==> src/rtl/aes_out_serializer.sv <==
// aes_out_serializer: buffers 128-bit AES result blocks in a small FIFO and
// streams each block as four 32-bit words over a valid/ready interface.
// Optional feature macro: AES_OUT_PARITY_EN adds a registered per-byte parity
// output (ser_parity) aligned with ser_word.
module aes_out_serializer #(
  parameter int DEPTH = 4,
  parameter int AW    = 2
) (
  input  logic         AES_clk,
  input  logic         AES_rst,
  input  logic [127:0] AES_data_out,
  input  logic         AES_data_out_valid,
  output logic [31:0]  ser_word,
  output logic         ser_valid,
  output logic         ser_last,
  input  logic         ser_ready,
  output logic [AW:0]  ser_level,
  output logic         ser_overflow,
  input  logic         ser_ovf_clr
`ifdef AES_OUT_PARITY_EN
  ,
  output logic [3:0]   ser_parity
`endif
);

  typedef enum logic {
    IDLE = 1'b0,
    SEND = 1'b1
  } state_t;

  localparam logic [AW:0]   LVL_ONE  = (AW+1)'(1);
  localparam logic [AW:0]   LVL_FULL = (AW+1)'(DEPTH);
  localparam logic [AW-1:0] PTR_ONE  = AW'(1);

  state_t        state_q;
  state_t        state_d;

  logic          valid_prev;
  logic          capture;
  logic          full;
  logic          xfer;
  logic          pop;
  logic          wr_en;
  logic          drop;

  logic [127:0]  mem [DEPTH];
  logic [AW-1:0] wr_ptr;
  logic [AW-1:0] rd_ptr;
  logic [AW-1:0] rd_ptr_inc;
  logic [1:0]    word_idx;

  logic [31:0]   word_d;
  logic [1:0]    idx_d;
  logic          last_d;

  // Selects one 32-bit word of a block, most significant word first
  function automatic logic [31:0] word_sel(input logic [127:0] blk, input logic [1:0] idx);
    logic [31:0] w;
    case (idx)
      2'd0:    w = blk[127:96];
      2'd1:    w = blk[95:64];
      2'd2:    w = blk[63:32];
      default: w = blk[31:0];
    endcase
    return w;
  endfunction

  // A held-high valid from the AES core counts once: only its rising edge captures
  assign capture    = AES_data_out_valid & ~valid_prev;
  assign full       = (ser_level == LVL_FULL);
  assign xfer       = ser_valid & ser_ready;
  assign pop        = xfer & (word_idx == 2'd3);
  // A pop in the same cycle frees the slot, so a capture into a full FIFO still fits
  assign wr_en      = capture & (~full | pop);
  assign drop       = capture & full & ~pop;
  assign rd_ptr_inc = rd_ptr + PTR_ONE;

  // Remember the previous AES valid for rising-edge detection
  always_ff @(posedge AES_clk or posedge AES_rst) begin
    if (AES_rst) begin
      valid_prev <= 1'b0;
    end else begin
      valid_prev <= AES_data_out_valid;
    end
  end

  // Block storage; contents need no reset because the pointers define occupancy
  always_ff @(posedge AES_clk) begin
    if (wr_en) begin
      mem[wr_ptr] <= AES_data_out;
    end
  end

  // FIFO pointers and occupancy count
  always_ff @(posedge AES_clk or posedge AES_rst) begin
    if (AES_rst) begin
      wr_ptr    <= '0;
      rd_ptr    <= '0;
      ser_level <= '0;
    end else begin
      if (wr_en) begin
        wr_ptr <= wr_ptr + PTR_ONE;
      end
      if (pop) begin
        rd_ptr <= rd_ptr_inc;
      end
      case ({wr_en, pop})
        2'b10:   ser_level <= ser_level + LVL_ONE;
        2'b01:   ser_level <= ser_level - LVL_ONE;
        default: ser_level <= ser_level;
      endcase
    end
  end

  // Sticky overflow flag; a new drop wins over a simultaneous clear
  always_ff @(posedge AES_clk or posedge AES_rst) begin
    if (AES_rst) begin
      ser_overflow <= 1'b0;
    end else if (drop) begin
      ser_overflow <= 1'b1;
    end else if (ser_ovf_clr) begin
      ser_overflow <= 1'b0;
    end
  end

  // Next state and next output word; new words only load when the current one is taken or absent
  always_comb begin
    state_d = state_q;
    word_d  = ser_word;
    idx_d   = word_idx;
    last_d  = ser_last;
    case (state_q)
      IDLE: begin
        if (wr_en) begin
          state_d = SEND;
          word_d  = AES_data_out[127:96];
          idx_d   = 2'd0;
          last_d  = 1'b0;
        end
      end
      SEND: begin
        if (xfer) begin
          if (word_idx != 2'd3) begin
            idx_d  = word_idx + 2'd1;
            word_d = word_sel(mem[rd_ptr], word_idx + 2'd1);
            last_d = (word_idx == 2'd2);
          end else if (ser_level > LVL_ONE) begin
            idx_d  = 2'd0;
            word_d = word_sel(mem[rd_ptr_inc], 2'd0);
            last_d = 1'b0;
          end else if (wr_en) begin
            idx_d  = 2'd0;
            word_d = AES_data_out[127:96];
            last_d = 1'b0;
          end else begin
            state_d = IDLE;
            idx_d   = 2'd0;
            last_d  = 1'b0;
          end
        end
      end
      default: begin
        state_d = IDLE;
        idx_d   = 2'd0;
        last_d  = 1'b0;
      end
    endcase
  end

  // State register and registered output word, so ser_ready never reaches ser_valid combinationally
  always_ff @(posedge AES_clk or posedge AES_rst) begin
    if (AES_rst) begin
      state_q   <= IDLE;
      ser_valid <= 1'b0;
      ser_word  <= '0;
      ser_last  <= 1'b0;
      word_idx  <= '0;
    end else begin
      state_q   <= state_d;
      ser_valid <= (state_d == SEND);
      ser_word  <= word_d;
      ser_last  <= last_d;
      word_idx  <= idx_d;
    end
  end

`ifdef AES_OUT_PARITY_EN
  // Per-byte XOR parity, registered alongside the word it describes
  always_ff @(posedge AES_clk or posedge AES_rst) begin
    if (AES_rst) begin
      ser_parity <= '0;
    end else begin
      ser_parity <= {^word_d[31:24], ^word_d[23:16], ^word_d[15:8], ^word_d[7:0]};
    end
  end
`endif

endmodule

==> config.mk <==
export PLATFORM = sky130hd
export DESIGN_NAME = aes_out_serializer
export DESIGN_NICKNAME = d
export VERILOG_FILES = /design/src/rtl/aes_out_serializer.sv
export SDC_FILE = /design/constraint.sdc
export NUM_CORES = 1
export LEC_CHECK = 0
export CELL_PAD_IN_SITES_DETAIL_PLACEMENT = 0
export CELL_PAD_IN_SITES_GLOBAL_PLACEMENT = 1
export CORE_UTILIZATION = 45
export DETAILED_ROUTE_END_ITERATION = 6
export PLACE_DENSITY_LB_ADDON = 0.1
export SYNTH_ARGS = -nofsm -noshare
export SYNTH_HDL_FRONTEND = slang
export SYNTH_SLANG_ARGS = --single-unit
==> constraint.sdc <==
create_clock -name AES_clk -period 5 [get_ports AES_clk]
set_input_delay 0.75 -clock AES_clk [delete_from_list [all_inputs] [get_ports AES_clk]]
set_output_delay 0.75 -clock AES_clk [all_outputs]
set_load 0.01 [all_outputs]
Yosys cells after proc, flatten, opt, wreduce, memory -nomap -nowiden
Memory sizes are Yosys's and may differ from the RTL's.
Index checks and enable logic that the tools add are counted.
- register bits after elaboration: 45
- bits in writable memories: 512
- input port bits: 133
- output and inout bits: 38
- logic and storage cells: 64
- memories: 1
- memories (memory ; words ; bits a word ; read ports ; clocked after Yosys merged registers in ; write ports ; RTL line ; RTL):
    mem ; 4 ; 128 ; 2 ; 0 ; 1 ; 46 ; logic [127:0] mem [DEPTH];
- add/sub/neg operators: 5
- $lt $le $gt $ge: 1
- equality and inequality tests: 10
- multiplexer cells: 23
- bitwise logic cells: 11
- reduce and logical (&&, ||, !) cells: 4
- operators by type and width (operator ; number):
    2-to-1 mux 32 bit ; 4
    one-hot mux 32 bit (3 select lines) ; 1
    one-hot mux 32 bit (2 select lines) ; 1
    2-to-1 mux 1 bit ; 10
    == test 2 bit, second input constant ; 4
    adder 2 x 1 -> 2 bit, second input constant ; 3
    bitwise AND 1 bit ; 6
    2-to-1 mux 2 bit ; 3
    one-hot mux 3 bit (2 select lines) ; 1
    == test 2 x 1 -> 1 bit, second input constant ; 2
    inequality test 2 bit, second input constant ; 2
    inverter 1 bit ; 4
    one-hot mux 1 bit (2 select lines) ; 2
    one-hot mux 2 bit (2 select lines) ; 1
    nonzero test 2 bit ; 2
    adder 3 x 1 -> 3 bit, second input constant ; 1
    == test 3 bit, second input constant ; 1
    > comparator 3 x 1 -> 1 bit, second input constant ; 1
    subtractor 3 x 1 -> 3 bit, second input constant ; 1
    zero test 2 bit ; 1
    inequality test 2 x 1 -> 1 bit, second input constant ; 1
    AND reduction 2 bit ; 1
    bitwise OR 1 bit ; 1

Logic depth before layout (Yosys ltp)
Gate-level depths: netlist of the first run.
- word-level depth: 9
- depth in mapped cells: 10

Worst setup path before layout of the first run
Ideal clock, no wire load.
- kind: input-to-reg
- from: input port ser_ready
- to: memory mem[0][0], enable pin
- arrival: 4.862 ns
- required time: 4.497 ns
- setup slack: -0.365 ns
- stages: 6
- buffers on the path: 3
- cells stage by stage: buf_2 nand3_1 a31oi_2 buf_2 buf_2 and2_1
- word-level cells in the longest chain between the ends: 6
- ends and longest elaborated chain (element ; RTL line ; RTL):
    start, declared ; 16 ; input logic ser_ready,
    bitwise AND 1 bit ; 71 ; assign xfer = ser_valid & ser_ready;
    bitwise AND 1 bit ; 72 ; assign pop = xfer & (word_idx == 2'd3);
    bitwise OR 1 bit ; 74 ; assign wr_en = capture & (~full | pop);
    bitwise AND 1 bit ; 74 ;
    2-to-1 mux 1 bit ; 89 ; if (wr_en) begin
    2-to-1 mux 1 bit (not written as such) ; 90 ; mem[wr_ptr] <= AES_data_out;
    end, declared ; 46 ;
No other way between the ends.

Worst setup path in the final report of the first run
- from: register word_idx[1]
- to: register ser_word[28]
- word-level cells in the longest chain between the ends: 9
- elaborated cells on any way between the ends: 15
- those cells by class: add/sub (1); eq/ne (4); mux (6); bitwise (3); reduce/logical (1)
- ends and longest elaborated chain (element ; RTL line ; RTL):
    start, declared ; 50 ; logic [1:0] word_idx;
    start signal, assigned ; 183 ; word_idx <= idx_d;
    == test 2 bit ; 72 ;
    bitwise AND 1 bit ; 72 ;
    bitwise OR 1 bit ; 74 ;
    bitwise AND 1 bit ; 74 ;
    2-to-1 mux 32 bit (2 in series) ; - ;
    2-to-1 mux 32 bit ; 143 ; if (word_idx != 2'd3) begin
    2-to-1 mux 32 bit ; 142 ; if (xfer) begin
    one-hot mux 32 bit (2 select lines) * ; 132 ; case (state_q)
    end signal, assigned ; 181 ; ser_word <= word_d;
    end, declared ; 13 ; output logic [31:0] ser_word,
Every way passes the cells marked *; elsewhere a longest branch is shown, timed or not. The select of a mux whose other input is x is not followed.
A chain may end at the register's enable or synchronous reset.

==> implementation parameters, run 1 <==
Parameter                              Value

Outcome
  Run status ... finished, final reports clean

STA
  Fin crit period ... around 3.1 ns
  Post-route fraction of the period consumed by the critical path ... between 60% and 70%
  Setup violators final ... 0
  Final critical-path setup slack ... 1.88 ns
  Clock Skew ... 0.0279 ns
  Final hold vios ... 0
  Total negative slack for setup checks ... 0 ns
  Max-slew headroom ... between 20% and 30%
  Measured slew at the worst slew-check pin ... 1.08 ns
  Pins over their slew limit ... 0
  Setup repair after global routing missed its margin ... no
  Max frequency ... 320 MHz

Die
  Chip width ... 224 um
  Boundary pin count ... 171
  Std-Cell Rows ... 80
  Starting density of the core ... 46.0%
  Core Box Area ... about 48,000 sq um
  Die area ... 50,000 sq um
  Floorplan die height ... 224 um

Yosys
  Proportion of synthesized chip area in sequential cells ... about three quarters
  Cell variety after synth ... 42
  Number of storage elements in the synthesis netlist ... 557
  Asr flop ratio synth ... 8.08%
  Cell count after synthesis ... 1,173
  Average instance area after synthesis ... 18.8 sq um
  Number of synthesized flops with an enable pin ... 512
  Synth warnings ... 0
  Commonest register cell after synthesis ... edfxtp_1
  Syn Nets ... between 1k and 1.5k
  Post-Synthesis Cell Area ... 22,100 sq um

Placement
  DP Worst Slack ... 1.54 ns
  Port Buffer Count ... between 150 and 200
  Total cell area at the placement stage ... 24,600 sq um
  Post-detail-place hpwl ... roughly 32,000 um
  Placer congestion estimate ... around 0.74

Clocking
  Depth of the CTS H-tree ... 2
  Post-CTS Repair Setup Buffers ... 0
  Clock latency of the later-clocked register in the worst-skew pair ... 0.61 ns
  CTS clk-pin slew, worst paths ... 0.06 ns
  Clock tree from TritonCTS ... built
  Bufs on Longest Clock Path ... 3
  Root Buffer Master ... clkbuf_16
  Number of buffers added by the clock tree synthesis step ... 57
  Post-CTS Hold Buffers ... 0
  Quantity of gates resized following cts ... 0
  CTS sink count ... roughly 560

Cells and area
  Number of antenna repair diodes ... 0
  Area added between synthesis and finish ... 19.5%
  Ratio of cells with drive above 1 in the final layout ... 18.7%
  Post-layout net count ... 1,514
  Post-route design area ... 26,400 sq um
  # fillers ... around 3.8k

Detailed routing
  Routed wire length per instance ... 25.5 um
  Total wire length after detailed routing ... 51,800 um
  Post-route DRC ... 0
  Initial DRC Count ... ~800
  Total number of vias ... 11.5k
  Post-detailed-route count of antenna-violating nets ... 0
  Number of vias per cell ... 5.66
  First-pass iteration count of the detailed router ... 5

Worst setup path
  Startpoint types ... register
  Worst path arrival time ... 3.58 ns
  Largest fanout on the critical path ... 16
  Data required time at the worst endpoint ... 5.46 ns
  Worst flop-to-flop path endpoint ... ser_word[28]
  Launching element of the worst setup path ... word_idx[1]
  Category of cells accounting for the largest share of critical-path delay ... compound AO/OA/AOI/OAI gates
  Critical path's slowest cell ... a211oi_1
  CP bufs+invs ... 2
  CP Capture Type ... register
  Startpoint-to-endpoint class of the critical path ... register to register
  FF-to-FF Start ... word_idx[1]
  Critical Path Max Stage Delay ... a little over 0.9 ns
  Register-to-register setup slack ... between 1.5 and 2 ns
  Worst reg2reg path depth ... 8
  Chain of cells forming the critical path ... inv_1 > ha_1 > buf_4 > nand2_1 > o22ai_1 > a211oi_1 > nor3_1 > or3_1

Global routing
  Initial antenna violation count ... 1
  Number of global-route vias before repair ... 12.0k
  Overall routing resource usage ... 21.2%
  Wire length of the first global-routing pass ... 77,500 um
  Pin count of the biggest net entering global routing ... 66
  Sum of overflow across all layers after global routing ... 0

Power and ir drop
  LEAKAGE ... 0.00878 uW
  Worst IR Drop VDD ... a little under 0.0003 V
  Power density relative to cell area ... between 500 and 600 nW/um^2

Flow run
  Max Cap Violations ... 0

Worst hold path
  Path category of the worst min-delay check ... input pin to async pin
## worst reg2reg max path, delay by kind of cell (launching register included)
kind | cells | cell delay, ns
adders and majority gates | 1 | 0.18
AOI/OAI and AO/OA | 2 | 1.08
and+or+nand+nor | 3 | 1.00
buffers and inverters | 2 | 0.31
DFF | 1 | 0.42
## routing by layer
layer | track usage (%) | vias to the layer above | part of all wire (%)
li1 | - | 5175 | -
met1 | 28.2 | 5959 | 42
met2 | 35.8 | 276 | 51
met3 | 3.34 | 76 | 4.3
met4 | 6.87 | 2 | 2.6
met5 | 0 | - | 0.014
## per-stage QoR
| step | power, uW | cells | hold slack [ns] | utilization, % |
|---|---|---|---|---|
| 2_1_floorplan | 8890 | 1173 | 0.514 | - |
| 3_3_place_gp | 10500 | 1924 | 0.524 | 51.3 |
| 3_5_place_dp | 10600 | 1924 | 0.537 | 51.3 |
| 4_1_cts | 14500 | 2029 | 0.505 | 54.9 |
| 5_1_grt | 15000 | 2029 | 0.549 | 54.9 |
| 6_report | 14300 | 2029 | 0.508 | 54.9 |
## cells in the mapped netlist, drive strengths merged, types with 19 or more instances
library cell    n  area [sq um]
a21oi          19          98.9
buf            45           283
clkbuf         28           105
dfrtp          45          1130
edfxtp        512         15400
mux2           35           394
mux2i          53           531
mux4           92          2070
nand2          59           221
nor3           32           160
o21ai          54           274
o22ai          36           225
or3            32           200
## how the worst max path moves through the flow
stage | endpoint | slack (ns) | cells past startpoint
2_1_floorplan | mem[0][0] | 1.07 | 6
3_3_place_gp | mem[0][51] | 1.58 | 5
3_5_place_dp | mem[1][126] | 1.54 | 5
4_1_cts | ser_word[28] | 1.81 | 8
5_1_grt | ser_word[28] | 1.77 | 8
6_report | ser_word[28] | 1.88 | 8
## cell usage in the layout (no fill, tap or decap), types with 35 or more instances in the layout
cell / count
dfrtp_1: 43
mux2_2: 35
clkdlybuf4s50_1: 170
clkbuf_16: 58
nand2_1: 59
o22ai_1: 36
o21ai_0: 53
edfxtp_1: 512
mux2i_1: 53
mux4_2: 92
## kinds of logic after synthesis
| kind of cell | after synthesis | share of synthesized area (%) |
|---|---|---|
| flops | 557 | 74.7 |
| compound gates | 180 | 5.28 |
| mux | 180 | 13.6 |
| simple gates | 158 | 3.65 |
| buf+inv | 81 | 1.89 |
| fa+ha+maj | 13 | 0.737 |
| xor+xnor | 4 | 0.159 |
## report_power, final
group	internal [uW]	switching (uW)	leakage, uW
clock network	2250	1700	0.000858
logic	1940	2250	0.00272
registers	5740	424	0.00520
## registers in the layout, indices dropped and copies added, names as in the netlist
register      count
rd_ptr            2
ser_overflow      1
state_q           1
valid_prev        1
ser_word         32
mem             512
ser_last          1
wr_ptr            2
word_idx          2
ser_level         3
## final cells by class
class	count	area, sq um	area share [%]
repair buffers	209	2130	8.08
well taps	615	769	2.91
clock inverters	23	123	0.464
flip-flops and latches	557	16500	62.5
multi-input cells	535	5210	19.7
inverters	8	30.0	0.114
clock buffers	82	1630	6.18
No activity file was read; power rests on OpenSTA's default activity.
==> inputs of run 2 (changes only) <==
- clock period: 5 -> 2.87 ns (I/O delays scaled with it)
==> implementation parameters, run 2 (same netlist as run 1, synthesis figures left out) <==
Parameter                              Value

STA
  Setup repair after global routing missed its margin ... no
  Pins over their slew limit ... 0
  Fin crit period ... roughly 2.5 ns
  Max frequency ... just under 400 MHz
  Total negative slack for setup checks ... 0 ns
  Max-slew headroom ... 41.7%
  Clock Skew ... approximately 0.014 ns
  Setup violators final ... 0
  Final hold vios ... 0
  Post-route fraction of the period consumed by the critical path ... 88.8%
  Measured slew at the worst slew-check pin ... 0.870 ns

Worst setup path
  CP Capture Type ... register
  Largest fanout on the critical path ... 34
  Startpoint types ... register
  Register-to-register setup slack ... 0.32 ns
  Startpoint-to-endpoint class of the critical path ... register to register
  Critical path depth in cells ... 6
  Crit path capture ... ser_word[14]
  FF-to-FF Start ... rd_ptr[0]
  Category of cells accounting for the largest share of critical-path delay ... buffers and inverters
  Data required time at the worst endpoint ... 3.35 ns
  Launching element of the worst setup path ... rd_ptr[0]
  Worst flop-to-flop path endpoint ... ser_word[14]
  Worst path arrival time ... 3.03 ns
  Worst reg2reg path depth ... 6
  CP bufs+invs ... 2
  Critical path's slowest cell ... dfrtp_4
  Chain of cells forming the critical path ... buf_12 > buf_4 > mux2_2 > o22ai_1 > nor3_1 > or3_1
  Critical Path Max Stage Delay ... between 0.6 and 0.7 ns

Clocking
  Quantity of gates resized following cts ... 0
  Bufs on Longest Clock Path ... 3
  Post-CTS Hold Buffers ... 0
  Depth of the CTS H-tree ... 2
  Root Buffer Master ... clkbuf_16
  CTS clk-pin slew, worst paths ... 0.06 ns
  Number of buffers added by the clock tree synthesis step ... 57
  CTS sink count ... 557
  Clock latency of the later-clocked register in the worst-skew pair ... 0.61 ns
  Clock tree from TritonCTS ... built
  Post-CTS Repair Setup Buffers ... 0

Detailed routing
  Routed wire length per instance ... approximately 25 um
  First-pass iteration count of the detailed router ... 5
  Initial DRC Count ... 782
  Number of vias per cell ... 5.65
  Total number of vias ... roughly 12k
  Total wire length after detailed routing ... 52,100 um
  Post-route DRC ... 0
  Post-detailed-route count of antenna-violating nets ... 0

Cells and area
  Non-filler cells in the finished layout ... 2,062
  Register with the most flip-flops ... mem
  Number of antenna repair diodes ... 0
  Post-layout net count ... between 1.5k and 2k
  Commonest non-fill, non-tap cell in the layout ... edfxtp_1
  Highest-count cells in the layout ignoring fill and taps ... 512 x edfxtp_1, 170 x clkdlybuf4s50_1, 92 x mux4_2, 59 x nand2_1, 59 x clkbuf_16
  Area added between synthesis and finish ... 22.3%
  Registers with the most flip-flops ... mem: 512 flops, ser_word: 32 flops, ser_level: 3 flops
  Flip-flop count of the largest register after layout ... 512
  Ratio of cells with drive above 1 in the final layout ... 20.8%

Die
  Core Box Area ... about 48,000 sq um
  Floorplan die height ... 224 um
  Boundary pin count ... 171
  Starting density of the core ... 46.0%
  Die area ... 50,000 sq um
  Std-Cell Rows ... 80
  Chip width ... 224 um

Global routing
  Busiest grt layer ... met2
  Global routing usage on met1 ... 28.3%
  Fraction of met3 tracks used by global routing ... 2.89%
  Wire length of the first global-routing pass ... slightly below 80,000 um
  Initial antenna violation count ... 1
  Number of global-route vias before repair ... between 10k and 15k
  Global-route met2 utilization ... 36.8%
  Sum of overflow across all layers after global routing ... 0
  Overall routing resource usage ... about a fifth
  Pin count of the biggest net entering global routing ... 51

Placement
  Post-detail-place hpwl ... 32,200 um
  Count of placed standard cells including taps ... 1,954
  Port Buffer Count ... 170
  Placer congestion estimate ... 0.733

Worst hold path
  Path category of the worst min-delay check ... input pin to async pin

Outcome
  Run status ... finished, final reports clean

Power and ir drop
  LEAKAGE ... just over 0.009 uW
  Power density relative to cell area ... 971 nW/um^2
  Worst IR Drop VDD ... 0.000601 V

Flow run
  Max Cap Violations ... 0
[run 2: cell types whose count changed in the layout (fill, tap and decap cells not counted), sizes merged]
cell      change
clkbuf       -16
clkinv       +10
clkinvlp      -1
bufinv        +9
inv           +1
buf          +30
[run 2: final cells by class]
cell class	count	area, sq um
flip-flops and latches	557	16500
clock inverters	42	429
clock buffers	66	1510
inverters	8	30.0
well taps	615	769
multi-input cells	535	5210
fillers	3735	21000
repair buffers	239	2560
[run 2: per-stage QoR]
stage | power, uW | setup WS, ns | util [%] | cell area, sq um | hold slack, ns
after floorplan | 15500 | 0.00387 | - | 22100 | 0.462
after global placement | 18900 | 0.279 | 52.2 | 25100 | 0.537
after detailed placement | 19000 | 0.304 | 52.2 | 25100 | 0.537
after CTS | 26600 | 0.281 | 56.2 | 27000 | 0.171
after global routing | 27400 | 0.207 | 56.2 | 27000 | 0.216
final | 26200 | 0.321 | 56.2 | 27000 | 0.190
[run 2: worst min path at each step]
| stage | slack [ns] | endpoint | cells past startpoint |
|---|---|---|---|
| 2_1_floorplan | 0.46 | valid_prev | 0 |
| 3_3_place_gp | 0.54 | ser_overflow | 2 |
| 3_5_place_dp | 0.54 | ser_overflow | 2 |
| 4_1_cts | 0.17 | ser_word[15] | 2 |
| 5_1_grt | 0.22 | ser_word[15] | 2 |
| 6_report | 0.19 | ser_word[15] | 2 |
[run 2: per-layer routing]
metal	vias up	wire length [um]
met1	6080	22300
met2	264	26700
li1	5230	-
met5	-	13
met4	2	1030
met3	71	2060
[run 2: where the power goes]
part | switching, uW | total [uW] | internal (uW)
registers | 583 | 10600 | 10000
clock network | 3040 | 7600 | 4570
logic | 4200 | 8060 | 3860
total | 7820 | 26200 | 18400
==> inputs of run 3 (changes only) <==
- TNS_END_PERCENT: default -> 5
==> results of run 3 <==
No change in the layout: final DEF, timing and power equal those of run 2.
